File: config.mk
export PLATFORM = sky130hd
export DESIGN_NAME = sgdmac_rd_mux
export DESIGN_NICKNAME = d
export VERILOG_FILES = /design/src/rtl/sgdmac_rd_mux.sv
export SDC_FILE = /design/constraint.sdc
export NUM_CORES = 1
export LEC_CHECK = 0
export CORE_AREA = 2 2 118 120
export CTS_BUF_LIST = sky130_fd_sc_hd__clkbuf_4 sky130_fd_sc_hd__clkbuf_8 sky130_fd_sc_hd__clkbuf_16
export DETAILED_ROUTE_END_ITERATION = 8
export DIE_AREA = 0 0 120 122
export PLACE_DENSITY = 0.77
export SLEW_MARGIN = 20
export SYNTH_ARGS = -nofsm -noshare
export SYNTH_HDL_FRONTEND = slang
export SYNTH_SLANG_ARGS = --single-unit
File: constraint.sdc
create_clock -name clk -period 3.92 [get_ports clk]
set_input_delay 0.784 -clock clk [delete_from_list [all_inputs] [get_ports clk]]
set_output_delay 0.784 -clock clk [all_outputs]
set_load 0.05 [all_outputs]
File: src/rtl/sgdmac_rd_mux.sv
// SGDMAC read-path multiplexer: round-robin AR arbitration over N_MASTER read
// masters, arid = master index, R beats routed back by rid, and a cap on the
// number of outstanding bursts per master.
module sgdmac_rd_mux #(
  parameter int unsigned N_MASTER        = 4,
  parameter int unsigned ID_W            = 4,
  parameter int unsigned ADDR_W          = 32,
  parameter int unsigned DATA_W          = 32,
  parameter int unsigned MAX_OUTSTANDING = 4
) (
  input  logic                       clk,
  input  logic                       rst,
  input  logic [N_MASTER-1:0]        m_arvalid_i,
  output logic [N_MASTER-1:0]        m_arready_o,
  input  logic [N_MASTER*ADDR_W-1:0] m_araddr_i,
  input  logic [N_MASTER*4-1:0]      m_arlen_i,
  input  logic [N_MASTER*3-1:0]      m_arsize_i,
  input  logic [N_MASTER*2-1:0]      m_arburst_i,
  output logic [ID_W-1:0]            arid_o,
  output logic [ADDR_W-1:0]          araddr_o,
  output logic [3:0]                 arlen_o,
  output logic [2:0]                 arsize_o,
  output logic [1:0]                 arburst_o,
  output logic                       arvalid_o,
  input  logic                       arready_i,
  input  logic [ID_W-1:0]            rid_i,
  input  logic [DATA_W-1:0]          rdata_i,
  input  logic [1:0]                 rresp_i,
  input  logic                       rlast_i,
  input  logic                       rvalid_i,
  output logic                       rready_o,
  output logic [N_MASTER-1:0]        m_rvalid_o,
  input  logic [N_MASTER-1:0]        m_rready_i,
  output logic [DATA_W-1:0]          m_rdata_o,
  output logic [1:0]                 m_rresp_o,
  output logic                       m_rlast_o,
  output logic                       idle_o,
  output logic                       err_o
);

  localparam int unsigned IdxW = $clog2(N_MASTER);
  localparam int unsigned CntW = $clog2(MAX_OUTSTANDING + 1);
  localparam logic [CntW-1:0] MaxOut  = CntW'(MAX_OUTSTANDING);
  localparam logic [IdxW-1:0] LastIdx = IdxW'(N_MASTER - 1);

  typedef enum logic [0:0] {StIdle, StBusy} state_e;

  state_e               r_state;
  logic [IdxW-1:0]      r_last_grant;
  logic [ID_W-1:0]      r_arid;
  logic [ADDR_W-1:0]    r_araddr;
  logic [3:0]           r_arlen;
  logic [2:0]           r_arsize;
  logic [1:0]           r_arburst;
  logic                 r_arvalid;
  logic                 r_err;
  logic [CntW-1:0]      r_cnt [N_MASTER];

  logic [N_MASTER-1:0]  w_elig;
  logic                 w_grant_vld;
  logic [IdxW-1:0]      w_grant_idx;
  logic [ADDR_W-1:0]    w_sel_addr;
  logic [3:0]           w_sel_len;
  logic [2:0]           w_sel_size;
  logic [1:0]           w_sel_burst;
  logic                 w_rid_ok;
  logic                 w_rready_sel;
  logic                 w_done;
  logic [N_MASTER-1:0]  w_dec;
  logic                 w_zero_dec;
  logic                 w_all_zero;

  // Eligibility: requesting and below the outstanding cap.
  always_comb begin
    w_elig     = '0;
    w_all_zero = 1'b1;
    for (int k = 0; k < N_MASTER; k++) begin
      w_elig[k] = m_arvalid_i[k] && (r_cnt[k] < MaxOut);
      if (r_cnt[k] != '0) w_all_zero = 1'b0;
    end
  end

  // Round-robin search starting one past the previous grant.
  always_comb begin
    int unsigned idx;
    w_grant_vld = 1'b0;
    w_grant_idx = '0;
    idx         = 0;
    for (int unsigned i = 1; i <= N_MASTER; i++) begin
      idx = (32'(r_last_grant) + i) % N_MASTER;
      for (int unsigned k = 0; k < N_MASTER; k++) begin
        if (!w_grant_vld && (idx == k) && w_elig[k]) begin
          w_grant_vld = 1'b1;
          w_grant_idx = IdxW'(k);
        end
      end
    end
  end

  // Payload select for the winner and the accept pulse back to it.
  always_comb begin
    w_sel_addr  = '0;
    w_sel_len   = '0;
    w_sel_size  = '0;
    w_sel_burst = '0;
    m_arready_o = '0;
    for (int k = 0; k < N_MASTER; k++) begin
      if (w_grant_idx == IdxW'(k)) begin
        w_sel_addr     = m_araddr_i[k*ADDR_W +: ADDR_W];
        w_sel_len      = m_arlen_i[k*4 +: 4];
        w_sel_size     = m_arsize_i[k*3 +: 3];
        w_sel_burst    = m_arburst_i[k*2 +: 2];
        m_arready_o[k] = (r_state == StIdle) && w_grant_vld;
      end
    end
  end

  // R routing by rid; an unknown rid matches no master and is sunk.
  always_comb begin
    w_rid_ok     = 1'b0;
    w_rready_sel = 1'b1;
    m_rvalid_o   = '0;
    for (int k = 0; k < N_MASTER; k++) begin
      if (rid_i == ID_W'(k)) begin
        w_rid_ok      = 1'b1;
        w_rready_sel  = m_rready_i[k];
        m_rvalid_o[k] = rvalid_i;
      end
    end
  end

  assign rready_o  = w_rready_sel;
  assign w_done    = rvalid_i && w_rid_ok && rlast_i && w_rready_sel;
  assign m_rdata_o = rdata_i;
  assign m_rresp_o = rresp_i;
  assign m_rlast_o = rlast_i;

  // Per-master completion strobe and detection of a completion with nothing outstanding.
  always_comb begin
    w_dec      = '0;
    w_zero_dec = 1'b0;
    for (int k = 0; k < N_MASTER; k++) begin
      w_dec[k] = w_done && m_rvalid_o[k];
      if (w_dec[k] && (r_cnt[k] == '0)) w_zero_dec = 1'b1;
    end
  end

  // AR FSM with registered payload and valid.
  always_ff @(posedge clk) begin
    if (rst) begin
      r_state      <= StIdle;
      r_last_grant <= LastIdx;
      r_arid       <= '0;
      r_araddr     <= '0;
      r_arlen      <= '0;
      r_arsize     <= '0;
      r_arburst    <= '0;
      r_arvalid    <= 1'b0;
    end else begin
      case (r_state)
        StIdle: begin
          if (w_grant_vld) begin
            r_arid       <= ID_W'(w_grant_idx);
            r_araddr     <= w_sel_addr;
            r_arlen      <= w_sel_len;
            r_arsize     <= w_sel_size;
            r_arburst    <= w_sel_burst;
            r_arvalid    <= 1'b1;
            r_last_grant <= w_grant_idx;
            r_state      <= StBusy;
          end
        end
        StBusy: begin
          if (arready_i) begin
            r_arvalid <= 1'b0;
            r_state   <= StIdle;
          end
        end
        default: r_state <= StIdle;
      endcase
    end
  end

  // Outstanding counters; simultaneous accept and completion cancel out.
  always_ff @(posedge clk) begin
    if (rst) begin
      for (int k = 0; k < N_MASTER; k++) r_cnt[k] <= '0;
    end else begin
      for (int k = 0; k < N_MASTER; k++) begin
        if (m_arready_o[k] && !w_dec[k]) begin
          r_cnt[k] <= r_cnt[k] + CntW'(1);
        end else if (w_dec[k] && !m_arready_o[k] && (r_cnt[k] != '0)) begin
          r_cnt[k] <= r_cnt[k] - CntW'(1);
        end
      end
    end
  end

  // Sticky error: beat with unknown rid, or completion with nothing outstanding.
  always_ff @(posedge clk) begin
    if (rst) begin
      r_err <= 1'b0;
    end else if ((rvalid_i && !w_rid_ok) || w_zero_dec) begin
      r_err <= 1'b1;
    end
  end

  assign arid_o    = r_arid;
  assign araddr_o  = r_araddr;
  assign arlen_o   = r_arlen;
  assign arsize_o  = r_arsize;
  assign arburst_o = r_arburst;
  assign arvalid_o = r_arvalid;
  assign err_o     = r_err;
  assign idle_o    = w_all_zero && !r_arvalid;

endmodule

**Word-level counts from Yosys, hierarchy flattened**

Memory sizes are Yosys's and may differ from the RTL's.
Cells that the tools add are included.

- Memories: 1
- Logic and storage cells: 273
- Bits in registers: 48
- Memory bits (writable): 12

- Equal/unequal tests: 20
- Order comparisons: 4
- Bitwise gates (word level): 9
- Multiplexer cells: 115
- $add $sub $neg: 12
- Reduce and logical (&&, ||, !) cells: 103

Memory list:

| memory | words | width | rd ports | clocked after Yosys merged registers in | wr ports | line | RTL |
|---|---|---|---|---|---|---|---|
| r_cnt | 4 | 3 | 4 | 0 | 4 | 57 | `logic [CntW-1:0] r_cnt [N_MASTER];` |

Operators with widths:

| operator | number |
|---|---|
| logical NOT 32 bit | 4 |
| 2-to-1 mux 32 bit | 4 |
| 2-to-1 mux 1 bit | 75 |
| logical AND 1 bit | 61 |
| 2-to-1 mux 2 bit | 18 |
| 2-to-1 mux 3 bit | 12 |
| logical NOT 1 bit | 25 |
| == test 2 bit (second input constant) | 10 |
| 2-to-1 mux 4 bit | 4 |
| adder 3 x 1 -> 3 bit (second input constant) | 4 |
| logical NOT 3 bit | 4 |
| less-than comparator 3 bit (second input constant) | 4 |
| nonzero test 3 bit | 4 |
| subtractor 3 x 1 -> 3 bit (second input constant) | 4 |
| == test 2 x 1 -> 1 bit (second input constant) | 5 |
| == test 4 x 2 -> 1 bit (second input constant) | 2 |
| OR 1 bit | 8 |
| adder 2 x 1 -> 2 bit (second input constant) | 2 |
| adder 2 bit (second input constant) | 2 |
| == test 4 x 1 -> 1 bit (second input constant) | 1 |
| logical NOT 4 bit | 1 |
| inequality test 2 bit (second input constant) | 2 |
| case mux 1 bit (2 select lines) | 2 |
| AND reduction 2 bit | 2 |
| other kinds (3) | 3 |

**Longest topological paths before layout**

An unclocked memory read counts as a cell.

- Word-level depth: 75
- Gate-level depth with buffers: 11
- Depth with buffers taken out: 10

**Worst setup path before layout**

Ideal clock, no wire load.

- Path type: input -> output
- Start point: input port m_arvalid_i[3]
- End point: output port m_arready_o[3]
- Arrival time: 2.876 ns
- Buffers on the path: 1
- Required time: 3.136 ns
- Stages on the path: 5
- Path slack: 0.260 ns
- Cells stage by stage: or2b_1 o211ai_1 a32oi_2 clkbuf_8 nor3_1

- Word-level cells in the longest chain between the ends: 53
- Elaborated cells between the ends (all ways): 67
- Classes of those cells: 1 x eq/ne; 27 x mux; 39 x reduce/logical

RTL lines:

| what | line | RTL |
|---|---|---|
| from (decl) | 13 | `input logic [N_MASTER-1:0] m_arvalid_i,` |
| logical AND 1 bit * | 78 | `w_elig[k] = m_arvalid_i[k] && (r_cnt[k] < MaxOut);` |
| logical AND 1 bit | 92 | `if (!w_grant_vld && (idx == k) && w_elig[k]) begin` |
| 2-to-1 mux 1 bit | 92 |  |
| logical NOT 1 bit | 92 |  |
| logical AND 1 bit (2 in a row) | 92 |  |
| 2-to-1 mux 1 bit | 92 |  |
| logical NOT 1 bit | 92 |  |
| logical AND 1 bit (2 in a row) | 92 |  |
| (+33 left out) | - |  |
| logical NOT 1 bit | 92 |  |
| logical AND 1 bit (2 in a row) | 92 |  |
| 2-to-1 mux 1 bit | 92 |  |
| logical NOT 1 bit | 92 |  |
| logical AND 1 bit (2 in a row) | 92 |  |
| 2-to-1 mux 2 bit / 2-to-1 mux 1 bit (equally long branches) | 92 |  |
| == test 2 bit / logical AND 1 bit (equally long branches) | 108, 113 |  |
| 2-to-1 mux 1 bit * | 108 | `if (w_grant_idx == IdxW'(k)) begin` |
| to (decl) | 14 | `output logic [N_MASTER-1:0] m_arready_o,` |

Mark *: on every way between the ends. The rest lies on a longest branch, timed or not.

**Final worst setup path**

- Start point: input port m_arvalid_i[3]
- End point: output port m_arready_o[1]

- Word-level cells in the longest chain between the ends: 53
- Elaborated cells between the ends (all ways): 67
- Classes of those cells: 1 x eq/ne; 27 x mux; 39 x reduce/logical

RTL lines:

| what | line |
|---|---|
| logical AND 1 bit * | 78 |
| logical AND 1 bit | 92 |
| 2-to-1 mux 1 bit | 92 |
| logical NOT 1 bit | 92 |
| logical AND 1 bit (2 in a row) | 92 |
| 2-to-1 mux 1 bit | 92 |
| logical NOT 1 bit | 92 |
| logical AND 1 bit (2 in a row) | 92 |
| (+33 left out) | - |
| logical NOT 1 bit | 92 |
| logical AND 1 bit (2 in a row) | 92 |
| 2-to-1 mux 1 bit | 92 |
| logical NOT 1 bit | 92 |
| logical AND 1 bit (2 in a row) | 92 |
| 2-to-1 mux 2 bit / 2-to-1 mux 1 bit (equally long branches) | 92 |
| == test 2 x 1 -> 1 bit / logical AND 1 bit (equally long branches) | 108, 113 |
| 2-to-1 mux 1 bit * | 108 |

Marked as above.

==> flow_summary_export.csv <==
group,metric,value,unit
sta,fin_skew,0.00818,ns
route,viasPerCell,5.75,
critical_path,end_kind,"output pin",
critical_path,cpPeakStageDelay,0.49,ns
power_and_ir_drop,sw_frac_of_total,0.377,
sta,rsz0062_at_grt,"no",
layout,antenna_cells,0,
place,portBuffers,236,
clocking,post_cts_resized,0,
critical_path,crit_path_cell_trace,"clkdlybuf4s50_1 -> or2b_1 -> a21oi_1 -> a2111oi_4 -> buf_4 -> and2_1 -> buf_12",
power_and_ir_drop,vdd_ir_drop_max,182,uV
power_and_ir_drop,total_leakage_power,2.39,nW
grt,grt_pass1_vias,4841,
clocking,cts_setup_buffers,0,
sta,setup_viol,0,
clocking,clock_latency,0.33,ns
hold_path,worstHoldPathType,"reg2reg",
critical_path,cp.arrival,2.91,ns
yosys,synth-edff-count,12,
yosys,synth_cell_types,60,
critical_path,path_max_fanout,45,
clocking,clk_pin_slew,0.05,ns
sta,min_period,3.70,ns
clocking,root_buffer,"clkbuf_16",
yosys,ys_warn_count,0,
clocking,cts.htree.levels,3,
sta,slew_headroom,0.328,
run_status,status,"finished, final reports clean",
clocking,ctsHoldBuffers,0,
floorplan,num_rows,43,
sta,timing.fmax,271,MHz
route,vias,4917,
grt,grt_overflow_total,0,
grt,grt_max_degree,46,
place,pre_cts_ws,0.164,ns
critical_path,critPathRequiredTime,3.14,ns
route,drt_iter0_drc,390,
yosys,yosysTopAreaCell,"dfxtp_1",
critical_path,cp_slowest_cell,"buf_4",
route,drcViolationCount,0,
floorplan,ios,307,
sta,tightest_slew,1.01,ns
place,gp_congestion,0.907,
floorplan,start_util,0.332,
yosys,ys_ff_latch,60,
sta,drv_slew,0,
grt,grt_pass1_wl,25300,microns
power_and_ir_drop,combPwrFrac,0.435,
route,dr.pass1.iters,5,
sta,min_period_over_period,0.943,
power_and_ir_drop,p_per_area,416,nW/um^2
grt,grt_use_total,0.218,
yosys,synth.top_cell.area_share,0.214,
critical_path,crit_type,"in2out",
yosys,avgSynthCellArea,9.13,sq um
clocking,cts_buffer_depth,2,
layout,drive_gt1_frac,0.142,
yosys,ys_seq_area_frac,0.295,
power_and_ir_drop,internal_power,0.00182,W
route,wirelength,16800,microns
sta,hold_viol,0,
critical_path,start_kind,"input port",
power_and_ir_drop,seq_power_share,0.266,
yosys,ys.flop_type,"dfxtp_1",
sta,fin_setup_tns,0,ns
route,post_drt_wl_per_cell,19.6,microns
floorplan,die_w,120,microns
floorplan,die_area,14600,sq um
clocking,cts.sinks,60,
yosys,synthesis.instances,491,
power_and_ir_drop,switchingPower,0.00110,W
yosys,synth_area,4480,sq um
yosys,postSynth.asyncResetShare,0,
clocking,cts_inserted_buffers,9,
sta,setup_ws,0.223,ns
layout,area_delta_synth_final,56.5,%
clocking,cts_tree,"built",
place,dp_hpwl,12100,microns
power_and_ir_drop,power.share.clock,0.299,
yosys,yosys-top-cells-count,"a31oi_1 (85), dfxtp_1 (48), nand2_1 (48)",
yosys,synth_most_common_cell,"a31oi_1",
floorplan,core,13500,sq um
floorplan,die_h,122,microns
job,drv_cap,0,
yosys,ys_top_cells_by_area,"dfxtp_1 (21%), o221ai_2 (13%), a31oi_1 (12%), edfxtp_1 (8.0%), o21bai_1 (6.9%)",
critical_path,reg2reg_slack,0.88,ns
layout,n_fill_cell,1208,
route,ant_nets,0,
grt,antenna_found_initial,0,
layout,nNetsFinal,891,
power groups by stage:
stage / Sequential (W) / Combinational (W) / Clock [W]
2_1_floorplan: 0.00101 / 0.000661 / 0
3_3_place_gp: 0.000782 / 0.00125 / 0
3_5_place_dp: 0.000788 / 0.00127 / 0
4_1_cts: 0.000775 / 0.00127 / 0.000886
5_1_grt: 0.000784 / 0.00134 / 0.000918
6_report: 0.000776 / 0.00127 / 0.000872
metrics by stage:
stage | total power (W) | area [sq um] | hold slack, ns | instances | util
2_1_floorplan | 0.00167 | 4480 | 0.527 | 492 | -
3_3_place_gp | 0.00203 | 6680 | 0.468 | 839 | 0.495
3_5_place_dp | 0.00205 | 6680 | 0.474 | 839 | 0.495
4_1_cts | 0.00293 | 7010 | 0.486 | 855 | 0.519
5_1_grt | 0.00305 | 7010 | 0.522 | 855 | 0.519
6_report | 0.00292 | 7010 | 0.487 | 855 | 0.519
kinds of logic after synthesis:
kind of cell,Yosys count,share of synthesized area
xor gates and xnor gates,3,0.00587
adders and majority gates,6,0.0218
and+or+nand+nor,123,0.140
other,1,0.000837
AOI/OAI and AO/OA,204,0.392
muxes,1,0.00503
buffers and inverters,93,0.140
DFF,60,0.295
sequential cells by signal (all words and copies together), names as in the netlist:
register,cells
araddr_o,32
r_cnt,12
arlen_o,4
arsize_o,3
arburst_o,2
arid_o,2
r_last_grant,2
arvalid_o,1
err_o,1
r_state,1
critical path, delay by kind of cell:
kind	cells	cell delay, ns
AO/OA/AOI/OAI	2	0.52
buffers and inverters	3	1.07
AND/OR/NAND/NOR	2	0.52
cells in the final DEF (no fill, tap or decap), types with 8 or more instances in the layout:
master           count
clkbuf_16           11
inv_1                9
dfxtp_1             48
a31oi_1             85
nand2_1             47
clkdlybuf4s50_1    231
edfxtp_1            12
buf_4               13
nor2_1              18
o221ai_2            38
o21bai_1            41
nor3_1               8
per-layer routing:
layer,GRT usage,vias up,share of wire
li1,-,2233,-
met1,0.240,2344,0.38
met2,0.383,284,0.49
met3,0.0754,56,0.098
met4,0.0949,0,0.029
met5,0,-,0
cell type report:
type,instances,area (sq um),share of cell area
Timing Repair Buffer,251,2530,0.361
Tap cell,180,225,0.0321
Inverter,9,33.8,0.00482
Clock inverter,3,40.0,0.00571
Sequential cell,60,1320,0.188
Multi-Input combinational cell,339,2570,0.366
Clock buffer,13,290,0.0414
final timing paths:
path,startpoint,to,depth (start not counted)
hold / removal,arvalid_o$_SDFFE_PP0P_,arvalid_o$_SDFFE_PP0P_,2
setup reg to reg,r_cnt[2][2]$_SDFFCE_PN0P_,r_cnt[1][2]$_SDFFCE_PN0P_,9
setup / recovery,m_arvalid_i[3],m_arready_o[1],7
hold reg to reg,arvalid_o$_SDFFE_PP0P_,arvalid_o$_SDFFE_PP0P_,2
No activity file was read; power rests on OpenSTA's default activity.
